$ cat src/rtl/mult_hilo_sequencer.sv
// ============================================================================
//  Module   : mult_hilo_sequencer
//  Purpose  : Sequences MULT/MULTU between the multicycle control unit and an
//             unsigned shift-add multiplier core. Operand magnitudes go to the
//             core, the sign is re-applied to the 64-bit product, and the
//             result is committed to the HI/LO architectural registers.
//             MTHI/MTLO writes are taken while idle.
//  Ports    : Clk, Reset          - clock, synchronous active-high reset
//             req_i, req_signed_i - one-cycle multiply request, 1 = signed
//             op_a_i, op_b_i      - rs / rt operands, sampled with req_i
//             mthi_i, mtlo_i      - write wr_data_i into HI / LO (idle only)
//             wr_data_i           - data for MTHI/MTLO
//             mul_a_o, mul_b_o    - registered operand magnitudes to the core
//             mul_start_o         - one-cycle start pulse to the core
//             mul_done_i          - core completion flag
//             mul_product_i       - unsigned core product, valid with done
//             hi_o, lo_o          - HI / LO registers
//             busy_o              - stall to the control unit
//             timeout_err_o       - sticky abort flag, cleared by Reset only
//  Revision : 1.0 - initial release
// ============================================================================
`default_nettype none

module mult_hilo_sequencer #(
  parameter int TIMEOUT = 40,  // max cycles in WAIT for the core
  parameter int CNT_W   = 6    // wait counter width, 2^CNT_W > TIMEOUT
) (
  input  logic        Clk,
  input  logic        Reset,
  input  logic        req_i,
  input  logic        req_signed_i,
  input  logic [31:0] op_a_i,
  input  logic [31:0] op_b_i,
  input  logic        mthi_i,
  input  logic        mtlo_i,
  input  logic [31:0] wr_data_i,
  output logic [31:0] mul_a_o,
  output logic [31:0] mul_b_o,
  output logic        mul_start_o,
  input  logic        mul_done_i,
  input  logic [63:0] mul_product_i,
  output logic [31:0] hi_o,
  output logic [31:0] lo_o,
  output logic        busy_o,
  output logic        timeout_err_o
);

  typedef enum logic [2:0] {
    S_IDLE   = 3'd0,
    S_LAUNCH = 3'd1,
    S_WAIT   = 3'd2,
    S_FIXUP  = 3'd3,
    S_WRITE  = 3'd4
  } state_t;

  // WAIT gives up once the counter would reach TIMEOUT, so the core gets
  // exactly TIMEOUT WAIT cycles to raise done.
  localparam logic [CNT_W-1:0] LAST_WAIT_CNT = CNT_W'(TIMEOUT - 1);
  localparam logic [CNT_W-1:0] CNT_ONE       = CNT_W'(1);

  state_t            state_q, state_d;
  logic [CNT_W-1:0]  cnt_q, cnt_d;
  logic              neg_q, neg_d;
  logic [63:0]       prod_q, prod_d;
  logic [31:0]       mul_a_q, mul_a_d;
  logic [31:0]       mul_b_q, mul_b_d;
  logic [31:0]       hi_q, hi_d;
  logic [31:0]       lo_q, lo_d;
  logic              terr_q, terr_d;

  // State register
  always_ff @(posedge Clk) begin
    if (Reset) begin
      state_q <= S_IDLE;
    end else begin
      state_q <= state_d;
    end
  end

  // Datapath registers
  always_ff @(posedge Clk) begin
    if (Reset) begin
      cnt_q   <= '0;
      neg_q   <= 1'b0;
      prod_q  <= '0;
      mul_a_q <= '0;
      mul_b_q <= '0;
      hi_q    <= '0;
      lo_q    <= '0;
      terr_q  <= 1'b0;
    end else begin
      cnt_q   <= cnt_d;
      neg_q   <= neg_d;
      prod_q  <= prod_d;
      mul_a_q <= mul_a_d;
      mul_b_q <= mul_b_d;
      hi_q    <= hi_d;
      lo_q    <= lo_d;
      terr_q  <= terr_d;
    end
  end

  // Next-state and datapath update
  always_comb begin
    state_d = state_q;
    cnt_d   = cnt_q;
    neg_d   = neg_q;
    prod_d  = prod_q;
    mul_a_d = mul_a_q;
    mul_b_d = mul_b_q;
    hi_d    = hi_q;
    lo_d    = lo_q;
    terr_d  = terr_q;

    case (state_q)
      S_IDLE: begin
        // MT writes and a new request may coincide; the multiply result
        // simply overwrites HI/LO later.
        if (mthi_i) hi_d = wr_data_i;
        if (mtlo_i) lo_d = wr_data_i;
        if (req_i) begin
          neg_d   = req_signed_i & (op_a_i[31] ^ op_b_i[31]);
          // Negating -2^31 yields 32'h8000_0000, which is the correct
          // unsigned magnitude for the core.
          mul_a_d = (req_signed_i && op_a_i[31]) ? (~op_a_i + 32'd1) : op_a_i;
          mul_b_d = (req_signed_i && op_b_i[31]) ? (~op_b_i + 32'd1) : op_b_i;
          state_d = S_LAUNCH;
        end
      end
      S_LAUNCH: begin
        cnt_d   = '0;
        state_d = S_WAIT;
      end
      S_WAIT: begin
        cnt_d = cnt_q + CNT_ONE;
        if (mul_done_i) begin
          prod_d  = mul_product_i;
          state_d = S_FIXUP;
        end else if (cnt_q == LAST_WAIT_CNT) begin
          terr_d  = 1'b1;
          state_d = S_IDLE;
        end
      end
      S_FIXUP: begin
        if (neg_q) prod_d = ~prod_q + 64'd1;
        state_d = S_WRITE;
      end
      S_WRITE: begin
        hi_d    = prod_q[63:32];
        lo_d    = prod_q[31:0];
        state_d = S_IDLE;
      end
      default: state_d = S_IDLE;
    endcase
  end

  assign mul_a_o       = mul_a_q;
  assign mul_b_o       = mul_b_q;
  assign mul_start_o   = (state_q == S_LAUNCH);
  assign hi_o          = hi_q;
  assign lo_o          = lo_q;
  assign busy_o        = (state_q != S_IDLE);
  assign timeout_err_o = terr_q;

endmodule

`default_nettype wire

$ cat config.mk
export PLATFORM = sky130hd
export DESIGN_NAME = mult_hilo_sequencer
export DESIGN_NICKNAME = d
export VERILOG_FILES = /design/src/rtl/mult_hilo_sequencer.sv
export SDC_FILE = /design/constraint.sdc
export NUM_CORES = 1
export LEC_CHECK = 0
export ABC_AREA = 1
export CORE_MARGIN = 10
export CORE_UTILIZATION = 51
export CTS_CLUSTER_SIZE = 20
export DETAILED_ROUTE_END_ITERATION = 6
export GPL_ROUTABILITY_DRIVEN = 0
export PLACE_DENSITY = 0.82
export SLEW_MARGIN = 0
export SYNTH_ARGS = -nofsm -noshare
export SYNTH_HDL_FRONTEND = slang
export SYNTH_SLANG_ARGS = --single-unit
$ cat constraint.sdc
create_clock -name Clk -period 1.9 [get_ports Clk]
set_clock_uncertainty 0.1 [all_clocks]
set_input_delay 0.19 -clock Clk [delete_from_list [all_inputs] [get_ports Clk]]
set_output_delay 0.19 -clock Clk [all_outputs]
set_load 0.03 [all_outputs]
==> flow_metrics.py, run 1 <==
metrics = {
    "worst_setup_path": {
        "timing.reg2reg.worst_path_depth": 10,
        "timing.critical_path.buf_inv": 1,
        "worst_ep_required_time_ns": 1.61,
        "timing.critical_path.arrival_ns": 1.58,
        "critPathLaunchType": "register",
        "crit_path_max_incr_delay_ns": 0.70,
        "worstPathMaxFanout": 2,
        "crit_path_cell_trace": "clkdlybuf4s50_1",
        "regToRegSetupSlack_ns": 0.05,
        "timing.rr.end": "prod_q[35]",
        "timing.critical_path.slowest_stage_cell": "clkdlybuf4s50_1",
        "reg2reg_from": "prod_q[6]",
        "setup.worst_path.class": "register to output pin",
        "top_cell_family_by_delay_on_the_critical_path": "buffers and inverters",
        "setup.worst_path.end_class": "output pin",
    },
    "cells_and_area": {
        "layout_cell_share_with_drive_strength_beyond_1_pct": 11.1,
        "seqCellArea_mm2": 0.00408,
        "design.final.nets": 2657,
        "multi_input_comb_area_mm2": 0.00714,
        "postLayoutCellArea_mm2": 0.0179,
        "top_library_cells_by_usage_in_the_layout_fill_and_taps_aside": "501 x nand2_1, 303 x inv_1, 273 x clkdlybuf4s50_1, 264 x nor2_1, 196 x dfxtp_1",
        "num-fill-cells": 1867,
        "mostFrequentLayoutCell": "nand2_1",
        "syn_to_final_growth_pct": 42.5,
        "final_core_utilization_pct": 73.7,
    },
    "sta": {
        "final.period_utilization_pct": 98.3,
        "final_max_slew_viol_count": 0,
        "finalHoldViolCount": 0,
        "post_layout_min_period_ns": 1.87,
        "worst_tran_pin_value_ns": 0.706,
        "maxClockFrequency_ghz": 0.535,
        "timing.slew.headroom_pct": 53.0,
        "setup_viol_count_final": 0,
        "rsz_0062_raised_after_global_routing": "yes",
    },
    "placement": {
        "standard_cell_area_after_detailed_placement_mm2": 0.0168,
        "estimated_wirelength_of_the_detail_placed_design_um": 38400,
        "port_buffers": 297,
    },
    "synth": {
        "synthCells": 2105,
        "yosys_most_used_dff": "dfxtp_1",
        "yosys.cell_types.count": 39,
        "mappedNetlistNets": 2276,
        "synthesis.area_per_instance_um2": 5.96,
        "synth_seq_cells": 203,
        "synthArstFlopShare_pct": 0,
        "synth_area_mm2": 0.0126,
        "synth-edff-count": 0,
        "yosys_warnings": 0,
        "synth_seq_area_share_pct": 32.4,
    },
    "floorplan": {
        "fp.dieW_um": 177,
        "die_area_mm2": 0.0313,
        "design.core.area_mm2": 0.0242,
        "floorplan.initialDensity_pct": 51.8,
        "row_count": 57,
        "die_y_um": 177,
        "number_of_primary_i_o_pins": 298,
    },
    "job": {
        "timing.max_cap.violations": 0,
    },
    "status": {
        "run_status": "finished, final reports clean",
    },
    "routing": {
        "drt_pass_1_iters": 6,
        "num_vias": 15699,
        "antenna_left": 0,
        "routed_via_density": 5.55,
        "route.detailed.drc": 0,
        "drtIter0Drc": 1928,
        "wl_per_cell_um": 17.7,
        "route.final.wire_length_um": 50100,
    },
    "global_route": {
        "overall_global_routing_usage_pct": 30.2,
        "grt.overflow.total": 0,
        "maximum_number_of_pins_on_one_net_before_global_route_repair": 129,
        "grt_pass1_wl_um": 76900,
        "antenna_found_initial": 6,
        "first_global_vias": 14555,
    },
    "clocking": {
        "cts_buffer_depth": 3,
        "insertion_delay_to_the_later_sink_of_the_worst_skew_pair_ns": 0.53,
        "number_of_clock_buffers_inserted_by_tritoncts": 24,
        "holdBufCountCts": 0,
        "tritoncts_num_sinks": 203,
        "cts_htree_levels": 1,
        "tritoncts": "yes",
        "cts_root_buf": "clkbuf_16",
        "clk_transition_reported_paths_ns": 0.06,
    },
    "power_and_ir_drop": {
        "total_power_uw": 20500,
        "power.leakage_uw": 0.00861,
        "power.ir.vdd_worst_mv": 0.816,
        "pwr_density_cell_mw_per_mm2": 1150,
    },
    "min_path": {
        "worstHoldPathType": "primary input to register",
        "hold_path.startpoint": "Reset",
        "timing.hold.worst_path_depth": 4,
        "hold_end": "mul_b_o[5]",
    },
}
[metrics by stage]
| stage | setup WS, ns | hold WS [ns] | setup TNS (ns) | std cells |
|---|---|---|---|---|
| 3_3_place_gp | -0.167 | 0.356 | -2.56 | 2780 |
| 2_1_floorplan | 0.224 | 0.244 | 0 | 2105 |
| 6_report | 0.0324 | 0.0929 | 0 | 2830 |
| 5_1_grt | -0.0628 | 0.101 | -0.441 | 2829 |
| 3_5_place_dp | -0.221 | 0.369 | -4.73 | 2780 |
| 4_1_cts | 0.00410 | 0.0739 | 0 | 2820 |
[worst max-delay path by stage]
stage,from,end,slack (ns),depth (start not counted)
CTS,mul_a_o[25],mul_a_o[25],0.004,1
detailed placement,op_b_i[0],mul_b_o[23],-0.22,11
finish,mul_b_o[20],mul_b_o[20],0.03,1
global placement,op_b_i[0],mul_b_o[23],-0.17,11
floorplan,prod_q[0],prod_q[56],0.22,11
global route,prod_q[29],prod_q[45],-0.06,11
[layer usage]
| metal | share of wire (%) | global-route usage [%] | up-vias |
|---|---|---|---|
| met5 | 0.026 | 0 | - |
| met4 | 5.6 | 14.4 | 2 |
| met3 | 13 | 7.49 | 201 |
| met2 | 44 | 47.6 | 1032 |
| met1 | 38 | 38.1 | 6987 |
| li1 | - | - | 7477 |
[cell type report]
| class | count | area share [%] |
|---|---|---|
| Inverter | 312 | 6.56 |
| Timing Repair Buffer | 444 | 23.9 |
| Antenna cell | 6 | 0.0840 |
| Sequential cell | 203 | 22.8 |
| Tap cell | 324 | 2.27 |
| Clock inverter | 11 | 0.623 |
| Clock buffer | 29 | 3.81 |
| Multi-Input combinational cell | 1501 | 39.9 |
[timing repair]
| action | 4_1_cts | 5_1_grt |
|---|---|---|
| pin swaps | 0 | 15 |
| buffers inserted | 0 | 3 |
| hold endpoints to repair | 0 | 0 |
| gates cloned | 0 | 1 |
| setup endpoints to repair | 7 | 77 |
| resized for setup | 9 | 93 |
[logic make-up (layout without fill, tap and decap cells)]
kind of cell	count (synthesis)	in the layout	synth area share [%]
xor+xnor	32	32	2.23
flops	203	203	32.4
buf+inv	402	796	12.7
simple gates	1002	1003	32.6
compound gates	462	462	19.7
fa+ha+maj	4	4	0.399
other cells	0	6	0
[flip-flops by register name, summed over array words and instances, names as in the netlist]
name,count
mul_a_o,32
hi_o,32
state_q,3
neg_q,1
lo_o,32
timeout_err_o,1
cnt_q,6
mul_b_o,32
prod_q,64
[worst register-to-register path, delay by kind of cell (launching register included)]
| family | cells | cell delay [ns] |
|---|---|---|
| AND/OR/NAND/NOR | 8 | 1.06 |
| flip-flops | 1 | 0.37 |
| buffers and inverters | 1 | 0.14 |
| AO/OA/AOI/OAI | 1 | 0.12 |
[cell usage after synthesis, types with 3 or more instances]
cell type / number / share of area [%]
nand2_1: 508 / 15
nor3_1: 16 / 0.64
dfxtp_1: 203 / 32
nand2_2: 5 / 0.25
clkbuf_1: 48 / 1.4
xnor2_1: 5 / 0.35
a31oi_1: 5 / 0.25
nand3b_1: 6 / 0.36
o21ai_1: 28 / 1.1
inv_2: 4 / 0.12
buf_6: 3 / 0.27
nand4_1: 16 / 0.80
buf_2: 34 / 1.4
o21a_1: 21 / 1.3
o21bai_1: 3 / 0.18
ha_1: 4 / 0.40
o21ai_0: 190 / 7.6
buf_4: 4 / 0.24
nand3_1: 137 / 5.5
a21oi_1: 189 / 7.5
inv_1: 306 / 9.2
nor2_1: 300 / 9.0
nor2_4: 7 / 0.63
xor2_1: 27 / 1.9
nor2_2: 6 / 0.30
o211ai_1: 3 / 0.18
o221ai_1: 5 / 0.35
o31ai_1: 5 / 0.30
[report_power, final]
group          total, uW  internal (uW)  switching (uW)
logic              10400           3850            6540
clock network       4690           2800            1890
registers           5440           4940             503
No activity file was read; power rests on OpenSTA's default activity.
==> run 2, diff against run 1 <==
CAP_MARGIN = 15   (was default)
==> results of run 2 <==
Same layout as run 1: the final DEF is identical, and so are final timing and power.
==> run 3, diff against run 2 <==
CORE_UTILIZATION = 56   (was 51)
CTS_BUF_LIST = sky130_fd_sc_hd__clkbuf_8   (was default)
HOLD_SLACK_MARGIN = 0.03   (was default)
PLACE_DENSITY = 0.88   (was 0.82)
clock period = 2.2 ns   (was 1.9 ns; I/O delays follow)
==> run 3 against run 2 <==
Compared with the run above:
- combinational power fell by 23%
- sequential share of layout area rose by 1.7 points
- wire length fell by 5.6%
- worst setup slack improved by 0.096 ns
- hold slack improved by 0.012 ns
- global-route usage rose by 0.79 points
- critical path depth rose by 10
- cell count fell by 4.8%
- first-iteration DRC count rose by 11%
- sequential power fell by 14%
- die area fell by 7.9%
- cell area fell by 7.3%
- critical path type is now register to register
- critical endpoint is now prod_q[54]
- largest power group unchanged
==> flow_metrics.py, run 3 (synthesized netlist as in run 1, its figures left out) <==
metrics = {
    "clocking": {
        "cts_buffer_depth": 3,
        "number_of_clock_buffers_inserted_by_tritoncts": 36,
        "clk_transition_reported_paths_ns": 0.06,
        "tritoncts_num_sinks": 203,
        "tritoncts": "yes",
        "holdBufCountCts": 0,
        "cts_htree_levels": 2,
        "cts_root_buf": "clkbuf_8",
        "post_cts.repair.setup_buffers": 0,
        "insertion_delay_to_the_later_sink_of_the_worst_skew_pair_ns": 0.54,
        "cts_resized": 2,
    },
    "min_path": {
        "hold_end": "mul_b_o[15]",
        "worstHoldPathType": "primary input to register",
        "timing.hold.worst_path_depth": 5,
        "hold_path.startpoint": "Reset",
    },
    "floorplan": {
        "floorplan.initialDensity_pct": 57.2,
        "row_count": 54,
        "design.core.area_mm2": 0.0220,
        "die_area_mm2": 0.0288,
        "fp.dieW_um": 170,
        "die_y_um": 170,
        "number_of_primary_i_o_pins": 298,
    },
    "routing": {
        "drt_pass_1_iters": 7,
        "num_vias": 15096,
        "route.final.wire_length_um": 47300,
        "antenna_left": 0,
        "route.detailed.drc": 0,
        "routed_via_density": 5.60,
        "drtIter0Drc": 2132,
        "wl_per_cell_um": 17.5,
    },
    "global_route": {
        "first_global_vias": 13619,
        "antenna_found_initial": 2,
        "grt.overflow.total": 0,
        "maximum_number_of_pins_on_one_net_before_global_route_repair": 129,
        "grt_pass1_wl_um": 72100,
        "overall_global_routing_usage_pct": 31.0,
    },
    "worst_setup_path": {
        "timing.reg2reg.worst_path_depth": 11,
        "worstPathMaxFanout": 6,
        "setup.worst_path.class": "register to register",
        "worst_ep_required_time_ns": 2.49,
        "reg2reg_from": "prod_q[1]",
        "setup.worst_path.end_class": "register",
        "regToRegSetupSlack_ns": 0.13,
        "timing.critical_path.arrival_ns": 2.36,
        "critPathLaunchType": "register",
        "timing.rr.end": "prod_q[54]",
    },
    "sta": {
        "worst_tran_pin_value_ns": 0.631,
        "post_layout_min_period_ns": 2.07,
        "timing.final.ws_setup_ns": 0.128,
        "maxClockFrequency_ghz": 0.483,
        "timing.slew.headroom_pct": 57.9,
        "setup_viol_count_final": 0,
        "rsz_0062_raised_after_global_routing": "no",
        "final.period_utilization_pct": 94.2,
        "final_max_slew_viol_count": 0,
        "tns_ns": 0,
        "finalHoldViolCount": 0,
    },
    "power_and_ir_drop": {
        "pwr_density_cell_mw_per_mm2": 970,
        "power.ir.vdd_worst_mv": 0.692,
        "power.leakage_uw": 0.00779,
    },
    "cells_and_area": {
        "syn_to_final_growth_pct": 32.1,
        "design.final.nets": 2558,
        "largest-register": "prod_q",
        "mostFrequentLayoutCell": "nand2_1",
        "layout_cell_share_with_drive_strength_beyond_1_pct": 4.89,
        "largest_register_ff_count": 64,
        "top_library_cells_by_usage_in_the_layout_fill_and_taps_aside": "507 x nand2_1, 320 x inv_1, 300 x nor2_1, 294 x clkdlybuf4s50_1, 203 x dfxtp_1",
    },
    "placement": {
        "port_buffers": 297,
        "pre_cts_ws_ns": 0.0169,
        "estimated_wirelength_of_the_detail_placed_design_um": 36100,
    },
    "job": {
        "timing.max_cap.violations": 0,
    },
    "status": {
        "run_status": "finished, final reports clean",
    },
}
-- run 3: layout make-up --
cell class                      instances  area, um2
Sequential cell                       203       4060
Antenna cell                            2       5.00
Clock inverter                         20       85.1
Multi-Input combinational cell       1500       6930
Timing Repair Buffer                  334       3370
Fill cell                            1723       5380
Clock buffer                           44        606
Inverter                              312       1170
Tap cell                              280        350
-- run 3: power by group --
part	total [uW]	leakage, uW	internal [uW]	switching [uW]
combinational	7960	0.00571	2700	5260
sequential	4690	0.00167	4260	423
clock	3440	0.000416	1810	1630
-- run 3: worst max-delay path: stages, from the launching register on --
cell	delay, ns
dfxtp_1	0.32
inv_1	0.09
ha_1	0.29
inv_1	0.14
nor2_1	0.21
inv_1	0.13
nor2_1	0.30
nand2_1	0.09
nand2_1	0.06
nand3_1	0.07
nand2_1	0.08
a21oi_1	0.06
-- run 3: stage by stage --
stage	power, uW	util, %	hold slack, ns	area, um2	cells
after floorplan	9600	-	0.274	12600	2105
after global placement	12300	72.3	0.357	15900	2629
after detailed placement	12500	72.3	0.371	15900	2629
after CTS	15900	75.5	0.120	16600	2693
after global routing	17000	75.5	0.141	16600	2694
final	16100	75.5	0.105	16600	2695
-- run 3: how the worst max path moves through the flow --
stage | from | to | depth (start not counted)
floorplan | prod_q[0] | prod_q[56] | 11
global placement | op_b_i[0] | mul_b_o[14] | 12
detailed placement | op_b_i[0] | mul_b_o[14] | 12
CTS | state_q[2] | mul_start_o | 4
global route | prod_q[1] | prod_q[54] | 11
finish | prod_q[1] | prod_q[54] | 11
-- run 3: per-layer routing --
metal / part of all wire (%) / global-route usage (%)
met1: 38 / 39.1
met2: 44 / 48.4
met4: 3.7 / 10.9
met3: 14 / 10.5
met5: 0 / 0
